$ cat config.mk
export PLATFORM = sky130hd
export DESIGN_NAME = conv_job_ctrl_flat
export DESIGN_NICKNAME = d
export VERILOG_FILES = /design/src/rtl/conv_job_ctrl_if.sv /design/src/rtl/conv_job_ctrl.sv /design/src/flat_wrapper.sv
export SDC_FILE = /design/constraint.sdc
export NUM_CORES = 1
export LEC_CHECK = 0
export ABC_CLOCK_PERIOD_IN_PS = 5300
export CORE_AREA = 5 5 288 290
export DETAILED_ROUTE_END_ITERATION = 10
export DIE_AREA = 0 0 293 295
export PLACE_DENSITY = 0.49
export SETUP_SLACK_MARGIN = 0.5
export SLEW_MARGIN = 20
export SYNTH_ARGS = -nofsm -noshare
export SYNTH_HDL_FRONTEND = slang
export SYNTH_SLANG_ARGS = --single-unit
export TNS_END_PERCENT = 20
$ cat constraint.sdc
create_clock -name Clk -period 5.3 [get_ports Clk]
set_input_delay 0.53 -clock Clk [delete_from_list [all_inputs] [get_ports Clk]]
set_output_delay 0.53 -clock Clk [all_outputs]
set_load 0.02 [all_outputs]
$ cat src/rtl/conv_job_ctrl_if.sv
// Signal bundle between the convolution job controller and its environment
// (job requester, weight RAM, upstream window stream, conv engine, result sink).
interface conv_job_ctrl_if #(
  parameter int DataWidth  = 32,
  parameter int KernelSize = 9,
  parameter int MaxWindows = 1024
);
  localparam int CntW  = $clog2(MaxWindows + 1);
  localparam int AddrW = $clog2(KernelSize);
  localparam int WinW  = KernelSize * DataWidth;

  logic                 start;
  logic [CntW-1:0]      num_windows;
  logic [AddrW-1:0]     wt_rd_addr;
  logic [DataWidth-1:0] wt_rd_data;
  logic [WinW-1:0]      win_data;
  logic                 win_valid;
  logic                 win_ready;
  logic                 conv_rst;
  logic [DataWidth-1:0] conv_weight;
  logic                 conv_weight_valid;
  logic [WinW-1:0]      conv_window;
  logic                 conv_window_valid;
  logic [DataWidth-1:0] conv_result;
  logic                 conv_result_ready;
  logic [DataWidth-1:0] res_data;
  logic                 res_valid;
  logic [CntW-1:0]      res_idx;
  logic                 busy;
  logic                 done;
  logic                 overrun;

  // Environment side: requester, RAM, upstream stream and engine.
  modport master (
    output start, num_windows, wt_rd_data, win_data, win_valid,
           conv_result, conv_result_ready,
    input  wt_rd_addr, win_ready, conv_rst, conv_weight, conv_weight_valid,
           conv_window, conv_window_valid, res_data, res_valid, res_idx,
           busy, done, overrun
  );

  // Controller side.
  modport slave (
    input  start, num_windows, wt_rd_data, win_data, win_valid,
           conv_result, conv_result_ready,
    output wt_rd_addr, win_ready, conv_rst, conv_weight, conv_weight_valid,
           conv_window, conv_window_valid, res_data, res_valid, res_idx,
           busy, done, overrun
  );
endinterface

$ cat src/rtl/conv_job_ctrl.sv
// Job sequencer for a 3x3 convolution engine: engine reset, serial weight load,
// window forwarding with upstream backpressure, result tagging and done pulse.
module conv_job_ctrl #(
  parameter int DataWidth  = 32,
  parameter int KernelSize = 9,
  parameter int MaxWindows = 1024
) (
  input  logic          Clk,
  input  logic          Rst,
  conv_job_ctrl_if.slave bus
);
  localparam int CntW  = $clog2(MaxWindows + 1);
  localparam int AddrW = $clog2(KernelSize);
  localparam int LdW   = $clog2(KernelSize + 1);
  localparam int WinW  = KernelSize * DataWidth;

  typedef enum logic [2:0] {
    S_IDLE,
    S_CLEAR,
    S_LOAD,
    S_STREAM,
    S_DRAIN,
    S_DONE
  } state_t;

  state_t               r_state;
  state_t               w_state_nxt;
  logic [LdW-1:0]       r_phase;
  logic [CntW-1:0]      r_n_req;
  logic [CntW-1:0]      r_issued;
  logic [CntW-1:0]      r_received;
  logic                 r_wt_vld_p1;
  logic                 r_win_vld_p1;
  logic [WinW-1:0]      r_win_p1;
  logic                 r_res_vld_p1;
  logic [DataWidth-1:0] r_res_data_p1;
  logic [CntW-1:0]      r_res_idx_p1;
  logic                 r_overrun;

  logic w_start_acc;
  logic w_load_rd;
  logic w_win_rdy;
  logic w_win_hs;
  logic w_res_acc;
  logic w_rcv_all;

  assign w_start_acc = (r_state == S_IDLE) && bus.start;
  // LOAD spends KernelSize cycles addressing the RAM plus one to catch the last word.
  assign w_load_rd   = (r_state == S_LOAD) && (r_phase < LdW'(KernelSize));
  assign w_win_rdy   = (r_state == S_STREAM) && (r_issued < r_n_req);
  assign w_win_hs    = w_win_rdy && bus.win_valid;
  assign w_res_acc   = bus.conv_result_ready
                    && ((r_state == S_STREAM) || (r_state == S_DRAIN))
                    && (r_received < r_n_req);
  // Look ahead so done lands in the same cycle as the last res_valid.
  assign w_rcv_all   = (r_received == r_n_req)
                    || (w_res_acc && ((r_received + CntW'(1)) == r_n_req));

  always_comb begin
    w_state_nxt = r_state;
    case (r_state)
      S_IDLE:   if (bus.start) w_state_nxt = S_CLEAR;
      S_CLEAR:  if (r_phase == LdW'(1)) w_state_nxt = S_LOAD;
      S_LOAD: begin
        if (r_phase == LdW'(KernelSize)) begin
          w_state_nxt = (r_n_req == '0) ? S_DONE : S_STREAM;
        end
      end
      S_STREAM: if (r_issued == r_n_req) w_state_nxt = S_DRAIN;
      S_DRAIN:  if (w_rcv_all) w_state_nxt = S_DONE;
      S_DONE:   w_state_nxt = S_IDLE;
      default:  w_state_nxt = S_IDLE;
    endcase
  end

  always_ff @(posedge Clk) begin
    if (Rst) begin
      r_state    <= S_IDLE;
      r_phase    <= '0;
      r_n_req    <= '0;
      r_issued   <= '0;
      r_received <= '0;
      r_overrun  <= 1'b0;
    end else begin
      r_state <= w_state_nxt;
      if (w_state_nxt != r_state) begin
        r_phase <= '0;
      end else if ((r_state == S_CLEAR) || (r_state == S_LOAD)) begin
        r_phase <= r_phase + LdW'(1);
      end
      if (w_start_acc) begin
        r_n_req    <= bus.num_windows;
        r_issued   <= '0;
        r_received <= '0;
      end else begin
        if (w_win_hs)  r_issued   <= r_issued + CntW'(1);
        if (w_res_acc) r_received <= r_received + CntW'(1);
      end
      if (bus.conv_result_ready && !w_res_acc) r_overrun <= 1'b1;
    end
  end

  // Stage p1: weight valid, forwarded window and tagged result.
  always_ff @(posedge Clk) begin
    if (Rst) begin
      r_wt_vld_p1   <= 1'b0;
      r_win_vld_p1  <= 1'b0;
      r_win_p1      <= '0;
      r_res_vld_p1  <= 1'b0;
      r_res_data_p1 <= '0;
      r_res_idx_p1  <= '0;
    end else begin
      r_wt_vld_p1  <= w_load_rd;
      r_win_vld_p1 <= w_win_hs;
      r_res_vld_p1 <= w_res_acc;
      if (w_win_hs) r_win_p1 <= bus.win_data;
      if (w_res_acc) begin
        r_res_data_p1 <= bus.conv_result;
        r_res_idx_p1  <= r_received;
      end
    end
  end

  // The RAM's own output register supplies the one-cycle weight delay.
  assign bus.wt_rd_addr        = w_load_rd ? r_phase[AddrW-1:0] : '0;
  assign bus.conv_weight       = r_wt_vld_p1 ? bus.wt_rd_data : '0;
  assign bus.conv_weight_valid = r_wt_vld_p1;
  assign bus.conv_rst          = Rst || (r_state == S_CLEAR);
  assign bus.win_ready         = w_win_rdy;
  assign bus.conv_window       = r_win_p1;
  assign bus.conv_window_valid = r_win_vld_p1;
  assign bus.res_data          = r_res_data_p1;
  assign bus.res_valid         = r_res_vld_p1;
  assign bus.res_idx           = r_res_idx_p1;
  assign bus.busy              = (r_state != S_IDLE);
  assign bus.done              = (r_state == S_DONE);
  assign bus.overrun           = r_overrun;

endmodule

$ cat src/flat_wrapper.sv
// flat-port wrapper written by rule: the top's interface ports become plain ports
module conv_job_ctrl_flat 
#(
  parameter int DataWidth  = 32,
  parameter int KernelSize = 9,
  parameter int MaxWindows = 1024
)
  (Clk, Rst, bus_start, bus_num_windows, bus_wt_rd_data, bus_win_data, bus_win_valid, bus_conv_result, bus_conv_result_ready, bus_wt_rd_addr, bus_win_ready, bus_conv_rst, bus_conv_weight, bus_conv_weight_valid, bus_conv_window, bus_conv_window_valid, bus_res_data, bus_res_valid, bus_res_idx, bus_busy, bus_done, bus_overrun);
  conv_job_ctrl_if #(.DataWidth(DataWidth), .KernelSize(KernelSize), .MaxWindows(MaxWindows)) bus_i ();
  input  logic Clk;
  input  logic Rst;
  input wire logic [$bits(bus_i.start)-1:0] bus_start;
  input wire logic [$bits(bus_i.num_windows)-1:0] bus_num_windows;
  input wire logic [$bits(bus_i.wt_rd_data)-1:0] bus_wt_rd_data;
  input wire logic [$bits(bus_i.win_data)-1:0] bus_win_data;
  input wire logic [$bits(bus_i.win_valid)-1:0] bus_win_valid;
  input wire logic [$bits(bus_i.conv_result)-1:0] bus_conv_result;
  input wire logic [$bits(bus_i.conv_result_ready)-1:0] bus_conv_result_ready;
  output wire logic [$bits(bus_i.wt_rd_addr)-1:0] bus_wt_rd_addr;
  output wire logic [$bits(bus_i.win_ready)-1:0] bus_win_ready;
  output wire logic [$bits(bus_i.conv_rst)-1:0] bus_conv_rst;
  output wire logic [$bits(bus_i.conv_weight)-1:0] bus_conv_weight;
  output wire logic [$bits(bus_i.conv_weight_valid)-1:0] bus_conv_weight_valid;
  output wire logic [$bits(bus_i.conv_window)-1:0] bus_conv_window;
  output wire logic [$bits(bus_i.conv_window_valid)-1:0] bus_conv_window_valid;
  output wire logic [$bits(bus_i.res_data)-1:0] bus_res_data;
  output wire logic [$bits(bus_i.res_valid)-1:0] bus_res_valid;
  output wire logic [$bits(bus_i.res_idx)-1:0] bus_res_idx;
  output wire logic [$bits(bus_i.busy)-1:0] bus_busy;
  output wire logic [$bits(bus_i.done)-1:0] bus_done;
  output wire logic [$bits(bus_i.overrun)-1:0] bus_overrun;
  assign bus_i.start = bus_start;
  assign bus_i.num_windows = bus_num_windows;
  assign bus_i.wt_rd_data = bus_wt_rd_data;
  assign bus_i.win_data = bus_win_data;
  assign bus_i.win_valid = bus_win_valid;
  assign bus_i.conv_result = bus_conv_result;
  assign bus_i.conv_result_ready = bus_conv_result_ready;
  assign bus_wt_rd_addr = bus_i.wt_rd_addr;
  assign bus_win_ready = bus_i.win_ready;
  assign bus_conv_rst = bus_i.conv_rst;
  assign bus_conv_weight = bus_i.conv_weight;
  assign bus_conv_weight_valid = bus_i.conv_weight_valid;
  assign bus_conv_window = bus_i.conv_window;
  assign bus_conv_window_valid = bus_i.conv_window_valid;
  assign bus_res_data = bus_i.res_data;
  assign bus_res_valid = bus_i.res_valid;
  assign bus_res_idx = bus_i.res_idx;
  assign bus_busy = bus_i.busy;
  assign bus_done = bus_i.done;
  assign bus_overrun = bus_i.overrun;
  conv_job_ctrl #(.DataWidth(DataWidth), .KernelSize(KernelSize), .MaxWindows(MaxWindows)) u_core (.Clk(Clk), .Rst(Rst), .bus(bus_i));
endmodule
=== After elaboration in Yosys (flattened, before gate mapping) ===
Cells that the tools add are included.

* Register bits: 375
* Input port bits: 368
* Output and inout bits: 375
* Word-level logic and storage cells: 56

* Add/subtract/negate cells: 3
* Magnitude comparators: 3
* Eq/ne operators: 11
* Mux-type cells: 9
* Reduce and logical (&&, ||, !) cells: 18

{| class="wikitable"
|+ Operator list
! cell !! count
|-
| equality test 11 bit || 3
|-
| two-way mux 32 bit || 1
|-
| adder 11 x 1 -> 11 bit, second input constant || 2
|-
| less-than comparator 11 bit || 2
|-
| two-way mux 3 bit || 6
|-
| case mux 3 bit (5 select lines) || 1
|-
| zero test 11 bit || 1
|-
| logical AND 1 bit || 8
|-
| equality test 3 x 2 -> 1 bit, second input constant || 2
|-
| equality test 3 bit, second input constant || 2
|-
| adder 4 x 1 -> 4 bit, second input constant || 1
|-
| equality test 4 x 1 -> 1 bit, second input constant || 1
|-
| equality test 4 bit, second input constant || 1
|-
| logical OR 1 bit || 4
|-
| less-than comparator 4 bit, second input constant || 1
|-
| two-way mux 4 bit || 1
|-
| OR reduction 2 bit || 2
|-
| equality test 3 x 1 -> 1 bit, second input constant || 1
|-
| zero test 3 bit || 1
|-
| inequality test 3 bit || 1
|-
| nonzero test 3 bit || 1
|-
| zero test 1 bit || 1
|}

=== Longest topological paths before layout ===
Gate-level depths: netlist (run 1).

* Word-level depth: 10
* Mapped depth: 11
* Depth with buffers taken out: 8

=== Worst setup path after synthesis (run 1) ===
Ideal clock, no wire load.

* Kind: flip-flop to output port
* Start point: register u_core.r_n_req[3]
* End point: output bus_win_ready
* Arrival: 2.244 ns
* Data required time: 4.770 ns
* Setup slack: 2.526 ns
* Stages on the path, launching flop included: 11
* Buffers on the path: 3
* Path through: dfxtp_1 inv_1 ha_1 a21o_1 a21oi_1 a21oi_1 o41a_1 buf_2 buf_6 clkbuf_1 nor2_1

* Longest elaborated chain between the ends: 2

{| class="wikitable"
|+ Ends and longest elaborated chain
! element !! line !! text
|-
| from (decl) || conv_job_ctrl.sv:29 || <nowiki>logic [CntW-1:0] r_n_req;</nowiki>
|-
| from (signal assigned) || conv_job_ctrl.sv:92 || <nowiki>r_n_req <= bus.num_windows;</nowiki>
|-
| less-than comparator 11 bit || conv_job_ctrl.sv:50 || <nowiki>assign w_win_rdy = (r_state == S_STREAM) && (r_issued < r_n_req);</nowiki>
|-
| logical AND 1 bit || conv_job_ctrl.sv:50 ||
|-
| to (decl) || flat_wrapper.sv:20 || <nowiki>output wire logic [$bits(bus_i.win_ready)-1:0] bus_win_ready;</nowiki>
|}

No other way between the ends.

=== Final worst setup path (run 1) ===
Same ends and word-level chain as after synthesis.

==> key figures, run 1 <==
Worst setup path
  • R2r setup slk: 2130 ps
  • RR Startpoint: u_core.r_n_req[3]$_SDFFE_PP0P_
  • CP Data Required Time: 4770 ps
  • Max incr delay on CP: 630 ps
  • Crit path max fanout: 16
  • Worst reg2reg endpoint: u_core.bus.conv_window[129]$_SDFFE_PP0P_
  • Crit-path cells: inv_1, ha_1, a21o_1, a21oi_1, a21oi_1, o41a_2, nor2_1, clkdlybuf4s50_1
  • CP startpoint kind: register
  • R2R depth: 9
  • Slowest stage cell, crit path: o41a_2
  • Worst setup path class: reg2out
  • Most used cell along the critical path: a21oi_1
  • Critical Path AT: 3200 ps
  • Endpoint class of the critical path: output pin

Timing
  • Setup TNS: 0 ps
  • Period minus WS final: 3730 ps
  • Final clock skew: 17.0 ps
  • Slew headroom: 0.322
  • Final Max Slew Viols: 0
  • Final Hold Fails: 0
  • RSZ-0062 raised after global routing: false
  • Tightest Pin Transition: 1020 ps
  • Fin crit share: 0.704
  • Peak Freq: 268 MHz
  • # setup viols final: 0

Synthesis
  • Top cell type by total area after synthesis: dfxtp_1
  • Post-Synth XOR/XNOR Area: 0.0178
  • Largest cells by area after synthesis: dfxtp_1 (49%), a21oi_1 (12%), nand3_1 (9.9%)
  • Syn Area/Cell: 8.05 µm²
  • Post-synthesis mux area share: 0.000656
  • Register area share after synthesis: 0.492
  • Most numerous cell in the Yosys netlist: dfxtp_1
  • Cells after synthesis: 1896
  • Most frequent cells after synthesis: dfxtp_1 (375), a21oi_1 (365), nand3_1 (301), o21ai_0 (298), clkbuf_1 (165)
  • Syn Std Cell Area: 15300 µm²
  • Post-synthesis async set-or-reset flop share: 0
  • Largest family of logic cells by synthesized area: compound AO/OA/AOI/OAI gates
  • Syn Nets: 2291
  • FF+latch count, synth: 375
  • Compound-Gate Fraction of Synth Area: 0.234
  • Main flop type after synthesis: dfxtp_1
  • Unique masters post-synth: 45
  • Simple-Gate Fraction of Synth Area: 0.180
  • Synth top area share: 0.492
  • Warnings, synthesis: 0
  • Post-synthesis adder-cell area fraction: 0.0221
  • Post-synth EDFFs: 0

Layout
  • # fillers: 8371
  • Area growth from synthesis to layout: 64.2%
  • Layout cell share with drive strength beyond 1: 0.0389
  • Final Cell Area: 25100 µm²
  • Layout Nets: 2909

Run status
  • Outcome: finished, final reports clean

Min path
  • Hold path startpoint: Rst
  • Hold EP: u_core.bus.res_idx[9]$_SDFFE_PP0P_
  • Hold depth: 2
  • Hold Path Class: in2reg

Global route
  • First-pass GRT wire length: 105 mm
  • Total track usage: 0.154
  • Largest net degree at the start of global routing: 170
  • Initial antenna violation count: 21
  • Number of global-route vias before repair: 16600
  • Gr ovfl total: 0

Place
  • Placed Area: 23500 µm²
  • DP HPWL: 50.3 mm
  • Final GP Congestion: 0.847
  • PortBufs: 742

Floorplan
  • IO Pins: 743
  • Row cnt: 104
  • Core area: 80000 µm²
  • Die area: 86400 µm²
  • Die Ht: 295 µm
  • Die span in x: 293 µm
  • Starting Density: 0.191

Drt
  • Detailed Route Iter0 Violations: 818
  • Routed vias/inst: 4.57
  • DRC Markers: 0
  • WL final: 71.9 mm
  • Drt pass-1 iters: 5
  • DRT antenna net count: 0
  • WL/cell: 19.9 µm
  • Vias: 16500

Clock tree
  • Sink Count: 375
  • Resized Gates After CTS: 0
  • Clk pin slew, worst setup/hold paths: 60 ps
  • Post-CTS setup repair buffer count: 0
  • Hold Buf Count CTS: 0
  • CTS Buffer Depth: 3
  • TritonCTS clock tree: yes
  • H-Tree Level Count: 2
  • Clk_lat worst skew: 570 ps
  • Root Driver: clkbuf_16
  • CTS Buf Count: 48

Pwr
  • Power Dens Cells: 272 nW/µm²
  • Max VDD drop: 0.193 mV
  • Leakage: 8.06 nW

Job
  • Number of max-cap violations: 0
[cell families (layout without fill, tap and decap cells)]
family / Yosys count / count (layout)
mux: 1 / 1
compound gates: 694 / 694
fa+ha+maj: 27 / 27
simple gates: 555 / 555
other cells: 0 / 13
xor+xnor: 31 / 31
flops: 375 / 375
buf+inv: 213 / 862
[flip-flops by register name, summed over array words and instances (netlist names)]
name / flops
u_core.bus.conv_window_valid: 1
u_core.bus.res_data: 32
u_core.r_received: 11
u_core.r_phase: 4
u_core.r_state: 3
u_core.r_n_req: 11
u_core.bus.res_idx: 11
u_core.r_issued: 11
u_core.bus.overrun: 1
u_core.bus.res_valid: 1
u_core.bus.conv_weight_valid: 1
u_core.bus.conv_window: 288
[power breakdown]
part / switching [mW] / internal [mW]
Combinational: 0.464 / 0.336
Sequential: 0.0172 / 2.83
Clock: 1.28 / 1.90
Total: 1.76 / 5.07
[through the flow]
stage / cells / utilization / power [mW] / hold slack [ps] / worst slack (ps)
after floorplan: 1896 / - / 3.26 / 456 / 2530
after CTS: 3605 / 0.313 / 6.97 / 385 / 1510
final: 3618 / 0.313 / 6.83 / 408 / 1570
after detailed placement: 3524 / 0.294 / 3.71 / 446 / 2170
after global routing: 3614 / 0.313 / 7.14 / 407 / 1330
after global placement: 3524 / 0.294 / 3.71 / 442 / 2140
[layout make-up]
type / count / area, µm² / area share
Antenna cell: 13 / 32.5 / 0.00130
Clock buffer: 66 / 1340 / 0.0534
Clock inverter: 15 / 168 / 0.00669
Inverter: 20 / 75.1 / 0.00299
Multi-Input combinational cell: 1308 / 6960 / 0.277
Sequential cell: 375 / 7510 / 0.299
Tap cell: 1060 / 1330 / 0.0529
Timing Repair Buffer: 761 / 7670 / 0.306
[worst max-delay path, delay by kind of cell, from the launching register on]
family	cells	cell delay, ps
AOI/OAI and AO/OA	4	1070
buffers and inverters	2	730
DFF	1	380
adders and majority gates	1	290
and+or+nand+nor	1	160
[worst max-delay path by stage]
stage,startpoint,to,cells after the start
2_1_floorplan,u_core.r_n_req[3]$_SDFFE_PP0P_,bus_win_ready,10
4_1_cts,u_core.r_n_req[2]$_SDFFE_PP0P_,bus_win_ready,8
5_1_grt,u_core.r_n_req[2]$_SDFFE_PP0P_,bus_win_ready,8
3_3_place_gp,u_core.r_n_req[3]$_SDFFE_PP0P_,bus_win_ready,8
6_report,u_core.r_n_req[3]$_SDFFE_PP0P_,bus_win_ready,8
3_5_place_dp,u_core.r_n_req[2]$_SDFFE_PP0P_,bus_win_ready,8
[cells in the final DEF (no fill, tap or decap), types with 3 or more instances in the layout]
master	n
nor3_1	14
nor2_1	21
dfxtp_1	375
a21o_1	6
inv_1	20
or2_2	5
o31ai_1	9
o21ai_0	298
nor4_1	5
clkinv_2	7
a21oi_1	365
nand4_1	5
o31a_1	3
buf_12	8
and2_1	38
diode_2	13
clkbuf_16	49
xnor2_1	24
nand2_1	124
or3_1	8
and4_1	4
clkbuf_8	5
buf_4	11
or4_1	8
xor2_1	7
clkdlybuf4s50_1	741
clkbuf_1	12
nand2b_1	9
nor2b_1	4
nand3_1	301
bufinv_16	3
ha_1	27
[per-layer routing]
layer | share of wire | up-vias | track usage
met5 | 0.00095 | - | 0
met4 | 0.033 | 10 | 0.0569
met3 | 0.085 | 133 | 0.0575
met2 | 0.49 | 540 | 0.258
met1 | 0.39 | 7911 | 0.180
li1 | - | 7934 | -
(Power assumes the default switching activity.)
==> run 2, diff against run 1 <==
ABC_CLOCK_PERIOD_IN_PS = 3600   (was 5300)
CORE_AREA = 5 5 290 292   (was 5 5 288 290)
DIE_AREA = 0 0 295 297   (was 0 0 293 295)
PLACE_DENSITY = 0.48   (was 0.49)
clock period = 3.6 ns   (was 5.3 ns; I/O delays follow)
==> run 2 against run 1 <==
Combinational power is 54% higher. Register-to-register slack lost 1400 ps. Total power increased by 50%.
==> key figures, run 2 (same netlist as run 1, synthesis figures left out) <==
Pwr
  • Max VDD drop: 0.266 mV (was 0.193 mV)
  • Power Dens Cells: 403 nW/µm² (was 272 nW/µm²)
  • Leakage: 8.21 nW (was 8.06 nW)
  • Total power: 10.2 mW (was 6.83 mW)

Layout
  • Most frequent cells in the layout: clkdlybuf4s50_1 (740), dfxtp_1 (373), a21oi_1 (365) (was clkdlybuf4s50_1 (741), dfxtp_1 (375), a21oi_1 (365))
  • Final Cell Area: 25400 µm² (was 25100 µm²)
  • Layout cell share with drive strength beyond 1: 0.0480 (was 0.0389)
  • Max FFs per register: 288 (unchanged)
  • Post-route insts no fill: 3637 (was 3618)
  • Layout Nets: 2922 (was 2909)
  • # fillers: 8542 (was 8371)
  • Storage cell area: 7510 µm² (about the same)
  • Area of the multi-input gates: 6960 µm² (about the same)
  • Leading cell type in the layout, fill and taps excluded: clkdlybuf4s50_1 (unchanged)
  • Area growth from synthesis to layout: 66.3% (was 64.2%)

Timing
  • Setup TNS: 0 ps (unchanged)
  • RSZ-0062 raised after global routing: true (was false)
  • Final Max Slew Viols: 0 (unchanged)
  • Fin crit share: 0.823
  • Final Hold Fails: 0 (unchanged)
  • Tightest Pin Transition: 998 ps (was 1020 ps)
  • Period minus WS final: 2960 ps
  • Slew headroom: 0.335 (was 0.322)
  • Final clock skew: 23.1 ps (was 17.0 ps)
  • # setup viols final: 0 (unchanged)
  • Peak Freq: 337 MHz

Floorplan
  • Starting Density: 0.188 (was 0.191)
  • Die span in x: 295 µm (was 293 µm)
  • Die area: 87600 µm² (was 86400 µm²)
  • Core area: 81300 µm² (was 80000 µm²)
  • IO Pins: 743 (unchanged)
  • Die Ht: 297 µm (was 295 µm)
  • Row cnt: 105 (was 104)

Worst setup path
  • Crit path max fanout: 6 (was 16)
  • Critical Path AT: 2600 ps (was 3200 ps)
  • Endpoint class of the critical path: output pin (unchanged)
  • Slowest stage cell, crit path: o41a_2 (unchanged)
  • Max incr delay on CP: 490 ps (was 630 ps)
  • R2r setup slk: 720 ps (was 2130 ps)
  • Worst setup path class: reg2out (unchanged)
  • CP Data Required Time: 3240 ps (was 4770 ps)
  • CP startpoint kind: register (unchanged)
  • Crit-path cells: inv_1, ha_1, nand3_1, o21bai_1, a21oi_1, o41a_2, nor2_1, clkbuf_4 (was inv_1, ha_1, a21o_1, a21oi_1, a21oi_1, o41a_2, nor2_1, clkdlybuf4s50_1)

Drt
  • Metal2 WL: 35.9 mm (was 35.1 mm)
  • DRC Markers: 0 (unchanged)
  • WL/cell: 19.7 µm (was 19.9 µm)
  • Detailed Route Iter0 Violations: 933 (was 818)
  • Drt pass-1 iters: 7 (was 5)
  • Vias: 16600 (was 16500)
  • Met3 wire len: 6.33 mm (was 6.09 mm)
  • DR top layer: met5 (unchanged)
  • M1 wire length: 27.5 mm (was 28.2 mm)
  • WL final: 71.6 mm (was 71.9 mm)
  • Routed vias/inst: 4.57 (about the same)
  • DRT antenna net count: 0 (unchanged)

Clock tree
  • CTS Buffer Depth: 3 (unchanged)
  • TritonCTS clock tree: yes (unchanged)
  • Clk pin slew, worst setup/hold paths: 60 ps (about the same)
  • H-Tree Level Count: 2 (unchanged)
  • CTS Buf Count: 46 (was 48)
  • Sink Count: 375 (unchanged)
  • Root Driver: clkbuf_16 (unchanged)
  • Clk_lat worst skew: 590 ps (was 570 ps)
  • Post-CTS setup repair buffer count: 0 (unchanged)

Global route
  • Initial antenna violation count: 11 (was 21)
  • Largest net degree at the start of global routing: 119 (was 170)
  • Number of global-route vias before repair: 16800 (was 16600)
  • First-pass GRT wire length: 105 mm (about the same)
  • Total track usage: 0.152 (was 0.154)
  • Gr ovfl total: 0 (unchanged)

Place
  • DP HPWL: 51.3 mm (was 50.3 mm)
  • Final GP Congestion: 0.825 (was 0.847)
  • PortBufs: 742 (unchanged)
  • Placed Area: 23800 µm² (was 23500 µm²)
  • DP Cell Count: 3549 (was 3524)

Run status
  • Outcome: finished, final reports clean (unchanged)

Min path
  • Hold Path Class: in2reg (unchanged)

Job
  • Number of max-cap violations: 0 (unchanged)
## run 2: power by group
group	leakage, nW	internal [mW]	switching (mW)
logic	4.43	0.542	0.692
registers	3.02	4.17	0.0282
clock network	0.762	2.91	1.89
## run 2: repair_timing
item,4_1_cts,5_1_grt
resized for setup,5,6
setup endpoints to repair,5,58
hold buffers,0,0
cloned,0,0
## run 2: through the flow
step	setup WS, ps	hold WS, ps	utilization
floorplan	996	456	-
global placement	694	444	0.293
detailed placement	658	446	0.293
CTS	433	188	0.312
global route	442	223	0.312
finish	636	223	0.312
## run 2: per-layer routing
metal,GRT usage,vias up
li1,-,7954
met1,0.171,7981
met2,0.269,584
met3,0.0547,104
met4,0.0449,2
met5,0,-
## run 2: area by class of cell
cell class,instances,share of cell area
repair buffers,776,0.312
flip-flops and latches,375,0.296
multi-input cells,1308,0.274
clock buffers,64,0.0537
well taps,1070,0.0527
clock inverters,17,0.00769
inverters,20,0.00296
diodes,7,0.000690
## run 2: worst max-delay path, delay by kind of cell, from the launching register on
family / cells / cell delay [ps]
AOI/OAI and AO/OA: 3 / 740
DFF: 1 / 440
adders and majority gates: 1 / 290
buffers and inverters: 2 / 320
and+or+nand+nor: 2 / 240
## run 2: path summary, 6_finish.rpt
path,start,to,depth (start not counted)
max,u_core.r_n_req[2]$_SDFFE_PP0P_,bus_win_ready,8
min,Rst,u_core.bus.res_idx[5]$_SDFFE_PP0P_,2
max reg2reg,u_core.r_n_req[2]$_SDFFE_PP0P_,u_core.bus.conv_window[159]$_SDFFE_PP0P_,11
min reg2reg,u_core.bus.res_data[28]$_SDFFE_PP0P_,u_core.bus.res_data[28]$_SDFFE_PP0P_,2
==> run 3, diff against run 2 <==
ABC_CLOCK_PERIOD_IN_PS = 2500   (was 3600)
CORE_AREA = 5 5 288 290   (was 5 5 290 292)
DIE_AREA = 0 0 293 295   (was 0 0 295 297)
PLACE_DENSITY = 0.5   (was 0.48)
clock period = 2.5 ns   (was 3.6 ns; I/O delays follow)
==> run 3 against run 2 <==
The run now ends with setup timing left. First-iteration DRC count shrank 5.9%. Cell count grew 3.0%. Via count grew 3.8%. Sequential power grew 43%. Register-to-register slack lost 780 ps. Routed wire length grew 3.5%. Non-clock buffer count grew 127. Utilization grew 3.1 points. Combinational power grew 130%. Die area shrank 1.3%. Critical path depth is the same. Critical endpoint unchanged.
==> key figures, run 3 (same netlist as run 1, synthesis figures left out) <==
Clock tree
  • Clk pin slew, worst setup/hold paths: 50 ps (was 60 ps)
  • Sink Count: 375 (unchanged)
  • Clk_lat worst skew: 570 ps (was 590 ps)
  • TritonCTS clock tree: yes (unchanged)
  • H-Tree Level Count: 2 (unchanged)
  • Root Driver: clkbuf_16 (unchanged)
  • CTS Buffer Depth: 3 (unchanged)
  • CTS Buf Count: 46 (unchanged)

Floorplan
  • Core area: 80000 µm² (was 81300 µm²)
  • Row cnt: 104 (was 105)
  • Starting Density: 0.191 (was 0.188)
  • Die Ht: 295 µm (was 297 µm)
  • Die area: 86400 µm² (was 87600 µm²)
  • Die span in x: 293 µm (was 295 µm)
  • IO Pins: 743 (unchanged)

Min path
  • Hold Path Class: in2reg (unchanged)
  • Hold depth: 3 (was 2)
  • Hold path startpoint: Rst (unchanged)
  • Hold EP: u_core.r_state[0]$_SDFF_PP0_ (was u_core.bus.res_idx[5]$_SDFFE_PP0P_)

Timing
  • Tightest Pin Transition: 937 ps (was 998 ps)
  • Fin crit share: 1.05
  • Slew headroom: 0.374 (was 0.335)
  • Final clock skew: 15.5 ps (was 23.1 ps)
  • RSZ-0062 raised after global routing: true (unchanged)
  • Setup TNS: -454 ps (was 0 ps)
  • Setup ws final: -117 ps (was 636 ps)
  • Period minus WS final: 2620 ps
  • Final Hold Fails: 0 (unchanged)
  • Final Max Slew Viols: 0 (unchanged)
  • Peak Freq: 382 MHz
  • # setup viols final: 26 (was 0)

Pwr
  • Leakage: 9.31 nW (was 8.21 nW)
  • Power Dens Cells: 563 nW/µm² (was 403 nW/µm²)
  • Max VDD drop: 0.578 mV (was 0.266 mV)

Global route
  • M2 GR Usage: 0.269 (about the same)
  • First-pass GRT wire length: 105 mm (about the same)
  • Total track usage: 0.152 (about the same)
  • Met1 GRT Util: 0.177 (was 0.171)
  • Gr busiest metal: met2 (unchanged)
  • Initial antenna violation count: 2 (was 11)
  • Number of global-route vias before repair: 17300 (was 16800)
  • Gr ovfl total: 0 (unchanged)
  • Met3 usage: 0.0451 (was 0.0547)
  • Largest net degree at the start of global routing: 152 (was 119)

Layout
  • Post-route insts no fill: 3747 (was 3637)
  • Most frequent cells in the layout: clkdlybuf4s50_1 (702), dfxtp_1 (361), a21oi_1 (353) (was clkdlybuf4s50_1 (740), dfxtp_1 (373), a21oi_1 (365))
  • Area growth from synthesis to layout: 79.9% (was 66.3%)
  • Max FFs per register: 288 (unchanged)
  • Layout cell share with drive strength beyond 1: 0.146 (was 0.0480)
  • Leading cell type in the layout, fill and taps excluded: clkdlybuf4s50_1 (unchanged)
  • Layout Nets: 3049 (was 2922)
  • # fillers: 8171 (was 8542)

Worst setup path
  • CP Data Required Time: 2250 ps (was 3240 ps)
  • R2r setup slk: -60 ps (was 720 ps)
  • Worst setup path class: reg2out (unchanged)
  • R2R depth: 11 (unchanged)
  • CP startpoint kind: register (unchanged)
  • Endpoint class of the critical path: output pin (unchanged)
  • Crit path max fanout: 2 (was 6)
  • Worst reg2reg endpoint: u_core.r_issued[3]$_SDFFE_PP0P_ (was u_core.bus.conv_window[159]$_SDFFE_PP0P_)
  • RR Startpoint: u_core.r_issued[1]$_SDFFE_PP0P_ (was u_core.r_n_req[2]$_SDFFE_PP0P_)
  • Critical Path AT: 2370 ps (was 2600 ps)

Place
  • DP Cell Count: 3622 (was 3549)
  • DP HPWL: 51.2 mm (was 51.3 mm)
  • Final GP Congestion: 0.884 (was 0.825)
  • PortBufs: 742 (unchanged)

Drt
  • DRT antenna net count: 0 (unchanged)
  • Drt pass-1 iters: 5 (was 7)
  • Vias: 17300 (was 16600)
  • WL final: 74.2 mm (was 71.6 mm)
  • DRC Markers: 0 (unchanged)
  • WL/cell: 19.8 µm (was 19.7 µm)
  • Routed vias/inst: 4.61 (was 4.57)
  • Detailed Route Iter0 Violations: 878 (was 933)

Run status
  • Failing checks: setup timing
  • Outcome: complete, but fails checks (was finished, final reports clean)

Job
  • Number of max-cap violations: 0 (unchanged)
[run 3: changes by cell type in the layout (fill, tap and decap cells not counted), sizes merged, moves of 2 or more]
| cell | delta |
|---|---|
| buf | +116 |
| bufinv | -4 |
| clkbuf | +15 |
| clkdlybuf4s50 | -38 |
| clkinv | +3 |
| clkinvlp | -4 |
| diode | -5 |
| dlygate4sd2 | +32 |
| dlygate4sd3 | +2 |
[run 3: timing repair]
| action | CTS | global route |
|---|---|---|
| endpoints found under the hold margin | 18 | 0 |
| resized for setup | 161 | 338 |
| setup endpoints to repair | 405 | 387 |
| buffers inserted | 12 | 9 |
| pin swaps | 8 | 19 |
| hold buffers | 2 | 0 |
| cloned | 2 | 19 |
[run 3: worst max-delay path by stage]
| stage | startpoint | endpoint | cells past startpoint |
|---|---|---|---|
| after floorplan | u_core.r_n_req[4]$_SDFFE_PP0P_ | u_core.bus.conv_window[217]$_SDFFE_PP0P_ | 11 |
| after global placement | u_core.r_n_req[1]$_SDFFE_PP0P_ | u_core.bus.conv_window[109]$_SDFFE_PP0P_ | 10 |
| after detailed placement | u_core.r_n_req[1]$_SDFFE_PP0P_ | u_core.bus.conv_window[109]$_SDFFE_PP0P_ | 10 |
| after CTS | u_core.r_n_req[6]$_SDFFE_PP0P_ | bus_win_ready | 9 |
| after global routing | u_core.r_n_req[3]$_SDFFE_PP0P_ | bus_win_ready | 9 |
| final | u_core.r_issued[1]$_SDFFE_PP0P_ | bus_win_ready | 8 |
[run 3: worst max-delay path, cell delays in order, from the launching register on]
cell and delay (ps):
dfxtp_1 390, ha_4 220, nor2b_1 130, o21bai_2 150, a21oi_2 90, o41a_4 460, buf_6 130, nor2_4 90
buf_6 140
[run 3: through the flow]
stage	hold slack, ps	utilization	setup WS (ps)	total power [mW]	instance area (µm²)
after global routing	31.0	0.343	-222	16.1	27500
after detailed placement	446	0.307	-7.26	8.22	24600
final	48.2	0.343	-117	15.5	27500
after CTS	5.89	0.329	-160	15.1	26400
after floorplan	378	-	320	6.95	15400
after global placement	441	0.307	-23.1	8.21	24600
[run 3: power by group]
part | total (mW) | internal [mW] | switching (mW)
Sequential | 6.02 | 6.00 | 0.0211
Clock | 6.57 | 3.87 | 2.71
Combinational | 2.87 | 1.46 | 1.40
Total | 15.5 | 11.3 | 4.13
[run 3: area by class of cell]
type,count,area [µm²],area share
multi-input combinational,1308,7560,0.275
clock buffer,66,1400,0.0510
timing repair buffer,903,9500,0.346
antenna,2,5.00,0.000182
inverter,20,77.6,0.00282
tap,1060,1330,0.0483
clock inverter,13,75.1,0.00273
sequential,375,7530,0.274
[run 3: routing by layer]
| layer | vias up | wire (µm) |
|---|---|---|
| met5 | - | 13 |
| met4 | 2 | 2110 |
| met3 | 115 | 5680 |
| met2 | 642 | 36900 |
| met1 | 8237 | 29400 |
| li1 | 8264 | - |
